$ cat src/rtl/mdu_issue_queue_pkg.sv
// Shared types for the MDU issue queue: opcodes, divider request and queue entry layouts.
package mdu_issue_queue_pkg;

    localparam int unsigned ROB_WIDTH = 6;

    typedef enum logic [2:0] {
        MduMul    = 3'd0,
        MduMulh   = 3'd1,
        MduMulhsu = 3'd2,
        MduMulhu  = 3'd3,
        MduDiv    = 3'd4,
        MduDivu   = 3'd5,
        MduRem    = 3'd6,
        MduRemu   = 3'd7
    } mdu_op_e;

    // data[0] is the dividend, data[1] the divisor.
    typedef struct packed {
        mdu_op_e                op;
        logic [ROB_WIDTH-1:0]   reg_id;
        logic [1:0][31:0]       data;
    } mdu_i_t;

    typedef struct packed {
        logic                       valid;
        mdu_op_e                    op;
        logic [ROB_WIDTH-1:0]       reg_id;
        logic [1:0]                 src_rdy;
        logic [1:0][ROB_WIDTH-1:0]  src_tag;
        logic [1:0][31:0]           src_data;
    } mdu_iq_entry_t;

    function automatic mdu_i_t entry_to_req(mdu_iq_entry_t e);
        mdu_i_t r;
        r.op     = e.op;
        r.reg_id = e.reg_id;
        r.data   = e.src_data;
        return r;
    endfunction

endpackage

$ cat src/rtl/mdu_issue_queue_if.sv
// Dispatch, writeback-snoop and divider-request signals of the MDU issue queue.
interface mdu_issue_queue_if #(
    parameter int unsigned WB_PORTS = 2
);
    import mdu_issue_queue_pkg::*;

    logic                                disp_valid_i;
    logic                                disp_ready_o;
    mdu_op_e                             disp_op_i;
    logic [ROB_WIDTH-1:0]                disp_reg_id_i;
    logic [1:0]                          disp_src_rdy_i;
    logic [1:0][ROB_WIDTH-1:0]           disp_src_tag_i;
    logic [1:0][31:0]                    disp_src_data_i;
    logic [WB_PORTS-1:0]                 wb_valid_i;
    logic [WB_PORTS-1:0][ROB_WIDTH-1:0]  wb_tag_i;
    logic [WB_PORTS-1:0][31:0]           wb_data_i;
    mdu_i_t                              req_o;
    logic                                valid_o;
    logic                                ready_i;

    modport master (
        output disp_valid_i, disp_op_i, disp_reg_id_i, disp_src_rdy_i, disp_src_tag_i,
        output disp_src_data_i, wb_valid_i, wb_tag_i, wb_data_i, ready_i,
        input  disp_ready_o, req_o, valid_o
    );

    modport slave (
        input  disp_valid_i, disp_op_i, disp_reg_id_i, disp_src_rdy_i, disp_src_tag_i,
        input  disp_src_data_i, wb_valid_i, wb_tag_i, wb_data_i, ready_i,
        output disp_ready_o, req_o, valid_o
    );

endinterface

$ cat src/rtl/mdu_iq_wakeup.sv
// Combinational operand wakeup: captures writeback data for a pending operand by tag match.
module mdu_iq_wakeup
    import mdu_issue_queue_pkg::*;
#(
    parameter int unsigned WB_PORTS = 2
) (
    input  logic                                rdy_i,
    input  logic [ROB_WIDTH-1:0]                tag_i,
    input  logic [31:0]                         data_i,
    input  logic [WB_PORTS-1:0]                 wb_valid_i,
    input  logic [WB_PORTS-1:0][ROB_WIDTH-1:0]  wb_tag_i,
    input  logic [WB_PORTS-1:0][31:0]           wb_data_i,
    output logic                                rdy_o,
    output logic [31:0]                         data_o
);

    logic hit;

    // A ready operand is never overwritten; lowest matching port wins.
    always_comb begin
        hit    = 1'b0;
        rdy_o  = rdy_i;
        data_o = data_i;
        if (!rdy_i) begin
            for (int unsigned p = 0; p < WB_PORTS; p++) begin
                if (!hit && wb_valid_i[p] && (wb_tag_i[p] == tag_i)) begin
                    hit    = 1'b1;
                    rdy_o  = 1'b1;
                    data_o = wb_data_i[p];
                end
            end
        end
    end

endmodule

$ cat src/rtl/mdu_issue_queue.sv
// In-order MDU issue buffer: holds dispatched ops until both operands arrive, then issues the head.
module mdu_issue_queue
    import mdu_issue_queue_pkg::*;
#(
    parameter int unsigned DEPTH    = 4,
    parameter int unsigned WB_PORTS = 2
) (
    input  logic              clk,
    input  logic              rst_n,
    input  logic              flush,
    mdu_issue_queue_if.slave  bus_io
);

    localparam int unsigned    PtrW    = $clog2(DEPTH);
    localparam int unsigned    CntW    = PtrW + 1;
    localparam logic [CntW-1:0] CntFull = CntW'(DEPTH);

    mdu_iq_entry_t              entries_q [DEPTH];
    mdu_iq_entry_t              entries_d [DEPTH];
    logic [PtrW-1:0]            head_q, head_d, tail_q, tail_d;
    logic [CntW-1:0]            count_q, count_d;

    logic [DEPTH-1:0][1:0]        wake_rdy;
    logic [DEPTH-1:0][1:0][31:0]  wake_data;
    logic [1:0]                   byp_rdy;
    logic [1:0][31:0]             byp_data;

    mdu_iq_entry_t head;
    logic          push, pop;

    for (genvar i = 0; i < DEPTH; i++) begin : g_entry
        for (genvar s = 0; s < 2; s++) begin : g_src
            mdu_iq_wakeup #(
                .WB_PORTS (WB_PORTS)
            ) u_wake (
                .rdy_i      (entries_q[i].src_rdy[s]),
                .tag_i      (entries_q[i].src_tag[s]),
                .data_i     (entries_q[i].src_data[s]),
                .wb_valid_i (bus_io.wb_valid_i),
                .wb_tag_i   (bus_io.wb_tag_i),
                .wb_data_i  (bus_io.wb_data_i),
                .rdy_o      (wake_rdy[i][s]),
                .data_o     (wake_data[i][s])
            );
        end
    end

    for (genvar s = 0; s < 2; s++) begin : g_byp
        mdu_iq_wakeup #(
            .WB_PORTS (WB_PORTS)
        ) u_byp (
            .rdy_i      (bus_io.disp_src_rdy_i[s]),
            .tag_i      (bus_io.disp_src_tag_i[s]),
            .data_i     (bus_io.disp_src_data_i[s]),
            .wb_valid_i (bus_io.wb_valid_i),
            .wb_tag_i   (bus_io.wb_tag_i),
            .wb_data_i  (bus_io.wb_data_i),
            .rdy_o      (byp_rdy[s]),
            .data_o     (byp_data[s])
        );
    end

    // Outputs depend on registered state only; no path from ready_i to disp_ready_o.
    assign head                = entries_q[head_q];
    assign bus_io.valid_o      = head.valid & (&head.src_rdy);
    assign bus_io.disp_ready_o = (count_q != CntFull);
    assign bus_io.req_o        = entry_to_req(head);

    assign push = bus_io.disp_valid_i & bus_io.disp_ready_o & ~flush;
    assign pop  = bus_io.valid_o & bus_io.ready_i & ~flush;

    always_comb begin
        entries_d = entries_q;
        head_d    = head_q;
        tail_d    = tail_q;
        count_d   = count_q;

        for (int unsigned i = 0; i < DEPTH; i++) begin
            if (entries_q[i].valid) begin
                entries_d[i].src_rdy  = wake_rdy[i];
                entries_d[i].src_data = wake_data[i];
            end
        end

        if (pop) begin
            entries_d[head_q] = '0;
            head_d            = head_q + 1'b1;
        end

        if (push) begin
            entries_d[tail_q].valid    = 1'b1;
            entries_d[tail_q].op       = bus_io.disp_op_i;
            entries_d[tail_q].reg_id   = bus_io.disp_reg_id_i;
            entries_d[tail_q].src_rdy  = byp_rdy;
            entries_d[tail_q].src_tag  = bus_io.disp_src_tag_i;
            entries_d[tail_q].src_data = byp_data;
            tail_d                     = tail_q + 1'b1;
        end

        unique case ({push, pop})
            2'b10:   count_d = count_q + 1'b1;
            2'b01:   count_d = count_q - 1'b1;
            default: count_d = count_q;
        endcase

        if (flush) begin
            for (int unsigned i = 0; i < DEPTH; i++) begin
                entries_d[i] = '0;
            end
            head_d  = '0;
            tail_d  = '0;
            count_d = '0;
        end
    end

    always_ff @(posedge clk) begin
        if (!rst_n) begin
            entries_q <= '{default: '0};
            head_q    <= '0;
            tail_q    <= '0;
            count_q   <= '0;
        end else begin
            entries_q <= entries_d;
            head_q    <= head_d;
            tail_q    <= tail_d;
            count_q   <= count_d;
        end
    end

endmodule

$ cat src/flat_wrapper.sv
// flat-port wrapper written by rule: the top's interface ports become plain ports
module mdu_issue_queue_flat import mdu_issue_queue_pkg::*;
#(
    parameter int unsigned DEPTH    = 4,
    parameter int unsigned WB_PORTS = 2
)
  (clk, rst_n, flush, bus_io_disp_valid_i, bus_io_disp_op_i, bus_io_disp_reg_id_i, bus_io_disp_src_rdy_i, bus_io_disp_src_tag_i, bus_io_disp_src_data_i, bus_io_wb_valid_i, bus_io_wb_tag_i, bus_io_wb_data_i, bus_io_ready_i, bus_io_disp_ready_o, bus_io_req_o, bus_io_valid_o);
  mdu_issue_queue_if #(.WB_PORTS(WB_PORTS)) bus_io_i ();
  input  logic clk;
  input  logic rst_n;
  input  logic flush;
  input wire logic [$bits(bus_io_i.disp_valid_i)-1:0] bus_io_disp_valid_i;
  input wire logic [$bits(bus_io_i.disp_op_i)-1:0] bus_io_disp_op_i;
  input wire logic [$bits(bus_io_i.disp_reg_id_i)-1:0] bus_io_disp_reg_id_i;
  input wire logic [$bits(bus_io_i.disp_src_rdy_i)-1:0] bus_io_disp_src_rdy_i;
  input wire logic [$bits(bus_io_i.disp_src_tag_i)-1:0] bus_io_disp_src_tag_i;
  input wire logic [$bits(bus_io_i.disp_src_data_i)-1:0] bus_io_disp_src_data_i;
  input wire logic [$bits(bus_io_i.wb_valid_i)-1:0] bus_io_wb_valid_i;
  input wire logic [$bits(bus_io_i.wb_tag_i)-1:0] bus_io_wb_tag_i;
  input wire logic [$bits(bus_io_i.wb_data_i)-1:0] bus_io_wb_data_i;
  input wire logic [$bits(bus_io_i.ready_i)-1:0] bus_io_ready_i;
  output wire logic [$bits(bus_io_i.disp_ready_o)-1:0] bus_io_disp_ready_o;
  output wire logic [$bits(bus_io_i.req_o)-1:0] bus_io_req_o;
  output wire logic [$bits(bus_io_i.valid_o)-1:0] bus_io_valid_o;
  assign bus_io_i.disp_valid_i = bus_io_disp_valid_i;
  assign bus_io_i.disp_op_i = bus_io_disp_op_i;
  assign bus_io_i.disp_reg_id_i = bus_io_disp_reg_id_i;
  assign bus_io_i.disp_src_rdy_i = bus_io_disp_src_rdy_i;
  assign bus_io_i.disp_src_tag_i = bus_io_disp_src_tag_i;
  assign bus_io_i.disp_src_data_i = bus_io_disp_src_data_i;
  assign bus_io_i.wb_valid_i = bus_io_wb_valid_i;
  assign bus_io_i.wb_tag_i = bus_io_wb_tag_i;
  assign bus_io_i.wb_data_i = bus_io_wb_data_i;
  assign bus_io_i.ready_i = bus_io_ready_i;
  assign bus_io_disp_ready_o = bus_io_i.disp_ready_o;
  assign bus_io_req_o = bus_io_i.req_o;
  assign bus_io_valid_o = bus_io_i.valid_o;
  mdu_issue_queue #(.DEPTH(DEPTH), .WB_PORTS(WB_PORTS)) u_core (.clk(clk), .rst_n(rst_n), .flush(flush), .bus_io(bus_io_i));
endmodule
$ cat config.mk
export PLATFORM = sky130hd
export DESIGN_NAME = mdu_issue_queue_flat
export DESIGN_NICKNAME = d
export VERILOG_FILES = /design/src/rtl/mdu_issue_queue_pkg.sv /design/src/rtl/mdu_issue_queue_if.sv /design/src/rtl/mdu_iq_wakeup.sv /design/src/rtl/mdu_issue_queue.sv /design/src/flat_wrapper.sv
export SDC_FILE = /design/constraint.sdc
export NUM_CORES = 1
export LEC_CHECK = 0
export BUFFER_PORTS_ARGS = -buffer_cell sky130_fd_sc_hd__buf_2
export CAP_MARGIN = 20
export CORE_ASPECT_RATIO = 1.25
export CORE_UTILIZATION = 35
export CTS_BUF_LIST = sky130_fd_sc_hd__clkbuf_16
export CTS_CLUSTER_SIZE = 20
export DETAILED_ROUTE_END_ITERATION = 10
export GPL_TIMING_DRIVEN = 1
export HOLD_SLACK_MARGIN = 0.15
export PLACE_DENSITY = 0.54
export REMOVE_ABC_BUFFERS = 1
export SLEW_MARGIN = 20
export SYNTH_ARGS = -nofsm -noshare
export SYNTH_HDL_FRONTEND = slang
export SYNTH_HIERARCHICAL = 1
export SYNTH_SLANG_ARGS = --single-unit
$ cat constraint.sdc
create_clock -name clk -period 5 [get_ports clk]
set_input_delay 1 -clock clk [delete_from_list [all_inputs] [get_ports clk]]
set_output_delay 1 -clock clk [all_outputs]
set_load 0.01 [all_outputs]
==> reports/metrics.cfg <==
[outcome]
outcome=finished with violations
failed_checks=design-rule violations

[setup_path]
worstSetupEndpointType=output pin
startpoint_type=register
r2r_slack_ps=1650
cp_max_fo=43
arrival_ps=2750
critPathKind=register to output pin
worstReg2RegStart=u_core/head_q[0]
crit_required_ps=4000
rr_worst_depth=9
r2r-end=u_core/count_q[2]

[clocking]
cts.sink_count=359
clkTransAtPathRegs_ps=60
clock_path_buffers=3
ctsHoldBuffers=0
post_cts_buffers=0
cts_resized=0
h-tree-depth=2
root_buffer=clkbuf_16
cts_tree=built
cts_made_buffers=42
worstSkewPairLatency_ps=600

[global_route]
grt_max_degree=125
antenna_found_initial=4
grt_pass1_wl_mm=172
grt.total_usage_pct=30.2
grt_pass1_vias=25900
grt_overflow_total=0

[synthesis]
synthArstFlopShare_pct=0
syn_inst=2751
synth-seq-area-share_pct=27.4
synth_ff_type=dfxtp_1
ys_types=44
synth_edf_count=0
ys_ff_latch=359
syn_avg_cell_area_sq_um=9.54
yosys_warnings=6
syn_area_sq_um=26300

[drt]
wire_per_inst_um=31.5
wl_mm=118
drtPass1Iterations=9
drtIter0Drc=3124
drcViolationCount=29
routed_via_density=6.91
final_antenna_net_count=0
vias=25900

[timing]
relSlewSlack_pct=20.0
finalSetupViolations=0
fin_crit_sh_pct=75.0
worst_pin_slew_ps=1200
hold_viol=0
finClkSkew_ps=34.3
fmax_mhz=267
rsz0062_at_grt=no
finalMaxSlewViolations=0
period_needed_ps=3750

[die]
coreArea_sq_um=73700
die_h_um=308
num_rows=111
die_x_um=247
dieArea_sq_um=76100
initial_core_util_pct=35.6
pin_count=245

[cells_and_area]
area_growth_pct=9.74
drive_above_1_share_pct=28.7
design_area_sq_um=28800
num_antenna_cells=0
layout.nets=2943

[placed_design]
port_buffers=244
dp_hpwl_mm=69.7
place_congestion=0.845
postPlaceCellArea_sq_um=27500

[hold_path]
hold_end=u_core/entries_q[257]
whs_path_depth=2
holdCritPathClass=register to register
hp-start=u_core/entries_q[257]

[power]
p_leak_nw=9.51
p_per_area_nw_per_um2=234
ir_worst_vdd_mv=0.228
total_power_w=0.00674

[job]
max-cap-violations=0

## sequential cells by signal (all words and copies together) (netlist names)
register          flops
u_core/tail_q         2
u_core/head_q         2
u_core/count_q        3
u_core/entries_q    352
## cells in the final DEF (no fill, tap or decap), drive strengths merged
master | netlist | layout
and2 | 1 | 1
and4 | 12 | 12
nand3b | 10 | 10
nor2b | 1 | 1
nor3b | 1 | 1
o22ai | 352 | 352
nand2 | 104 | 104
nand4 | 10 | 10
ha | 9 | 9
fa | 1 | 1
bufinv | 0 | 3
mux2 | 264 | 264
xor2 | 31 | 31
dfxtp | 359 | 359
buf | 233 | 321
and4b | 2 | 2
nand2b | 5 | 5
or3b | 1 | 1
o22a | 640 | 640
mux2i | 1 | 1
clkinvlp | 0 | 2
mux4 | 73 | 73
clkinv | 0 | 19
o211ai | 12 | 12
o21ai | 2 | 2
a21oi | 17 | 17
nor2 | 5 | 5
or2 | 11 | 11
clkbuf | 120 | 43
nand3 | 361 | 361
xnor2 | 92 | 92
inv | 4 | 12
or3 | 1 | 1
nand4b | 4 | 4
nor3 | 12 | 12
## worst max-delay path by stage
stage                       startpoint                     to  slack, ps  depth (start not counted)
floorplan                        flush  u_core/entries_q[128]     -12110                          3
global placement    bus_io_wb_tag_i[3]  u_core/entries_q[310]       1120                         10
detailed placement  bus_io_wb_tag_i[4]  u_core/entries_q[297]       1080                         10
CTS                   u_core/head_q[1]       bus_io_req_o[35]       1230                          3
global route          u_core/head_q[1]       bus_io_req_o[35]       1180                          3
finish                u_core/head_q[0]       bus_io_req_o[63]       1250                          3
## stage by stage
| step | utilization (%) | instances | setup TNS, ps | worst slack [ps] | hold slack, ps |
|---|---|---|---|---|---|
| 6_report | 39.1 | 3754 | 0 | 1250 | 480 |
| 5_1_grt | 39.1 | 3754 | 0 | 1180 | 500 |
| 4_1_cts | 39.1 | 3754 | 0 | 1230 | 481 |
| 3_5_place_dp | 37.3 | 3679 | 0 | 1080 | 472 |
| 3_3_place_gp | 37.2 | 3677 | 0 | 1120 | 461 |
| 2_1_floorplan | - | 2398 | -4176540 | -12110 | 453 |
## critical path, cell delays in order (launching register included)
cell     delay (ps)
dfxtp_4         930
buf_12          390
mux4_2          620
buf_2           180
## logic make-up after synthesis
group / synth area share (%)
mux: 17.6
xor+xnor: 4.10
compound gates: 31.4
simple gates: 10.5
fa+ha+maj: 0.505
flops: 27.4
buf+inv: 8.47
## power by group
| group | leakage (nW) | internal [W] | switching [W] |
|---|---|---|---|
| Clock | 0.674 | 0.00171 | 0.00136 |
| Combinational | 5.94 | 0.000270 | 0.000486 |
| Sequential | 2.90 | 0.00288 | 0.0000251 |
## layout make-up
type	count	area [sq um]
inverters	4	15.0
multi-input cells	2035	17000
fillers	7328	44900
flip-flops and latches	359	7220
clock inverters	32	241
repair buffers	321	2090
well taps	960	1200
clock buffers	43	1080
## synth_stat cells, types with 4 or more instances
cell type	n	share of area [%]
nand4_1	10	0.24
mux2_2	264	11
o22a_2	20	0.76
inv_1	4	0.057
clkbuf_1	120	1.7
buf_2	128	2.4
nand3b_1	10	0.29
o22ai_1	350	8.3
nand2_1	104	1.5
nand3_1	361	6.9
a21oi_4	11	0.68
nand2b_1	5	0.12
nor2_1	5	0.071
mux4_2	73	6.3
xnor2_1	92	3.1
o22a_1	620	21
buf_8	30	1.7
ha_1	9	0.43
and4_1	12	0.40
or2_1	10	0.24
buf_4	21	0.60
xor2_1	31	1.0
buf_1	13	0.19
dfxtp_1	359	27
buf_6	41	1.8
nor3_2	10	0.38
o211ai_2	10	0.48
## per-layer routing
metal | wire, um | global-route usage, %
met2 | 54600 | 48.7
met1 | 46800 | 37.9
met3 | 10900 | 5.55
met4 | 6130 | 16.0
met5 | 46 | 0
No activity file was read; power rests on OpenSTA's default activity.
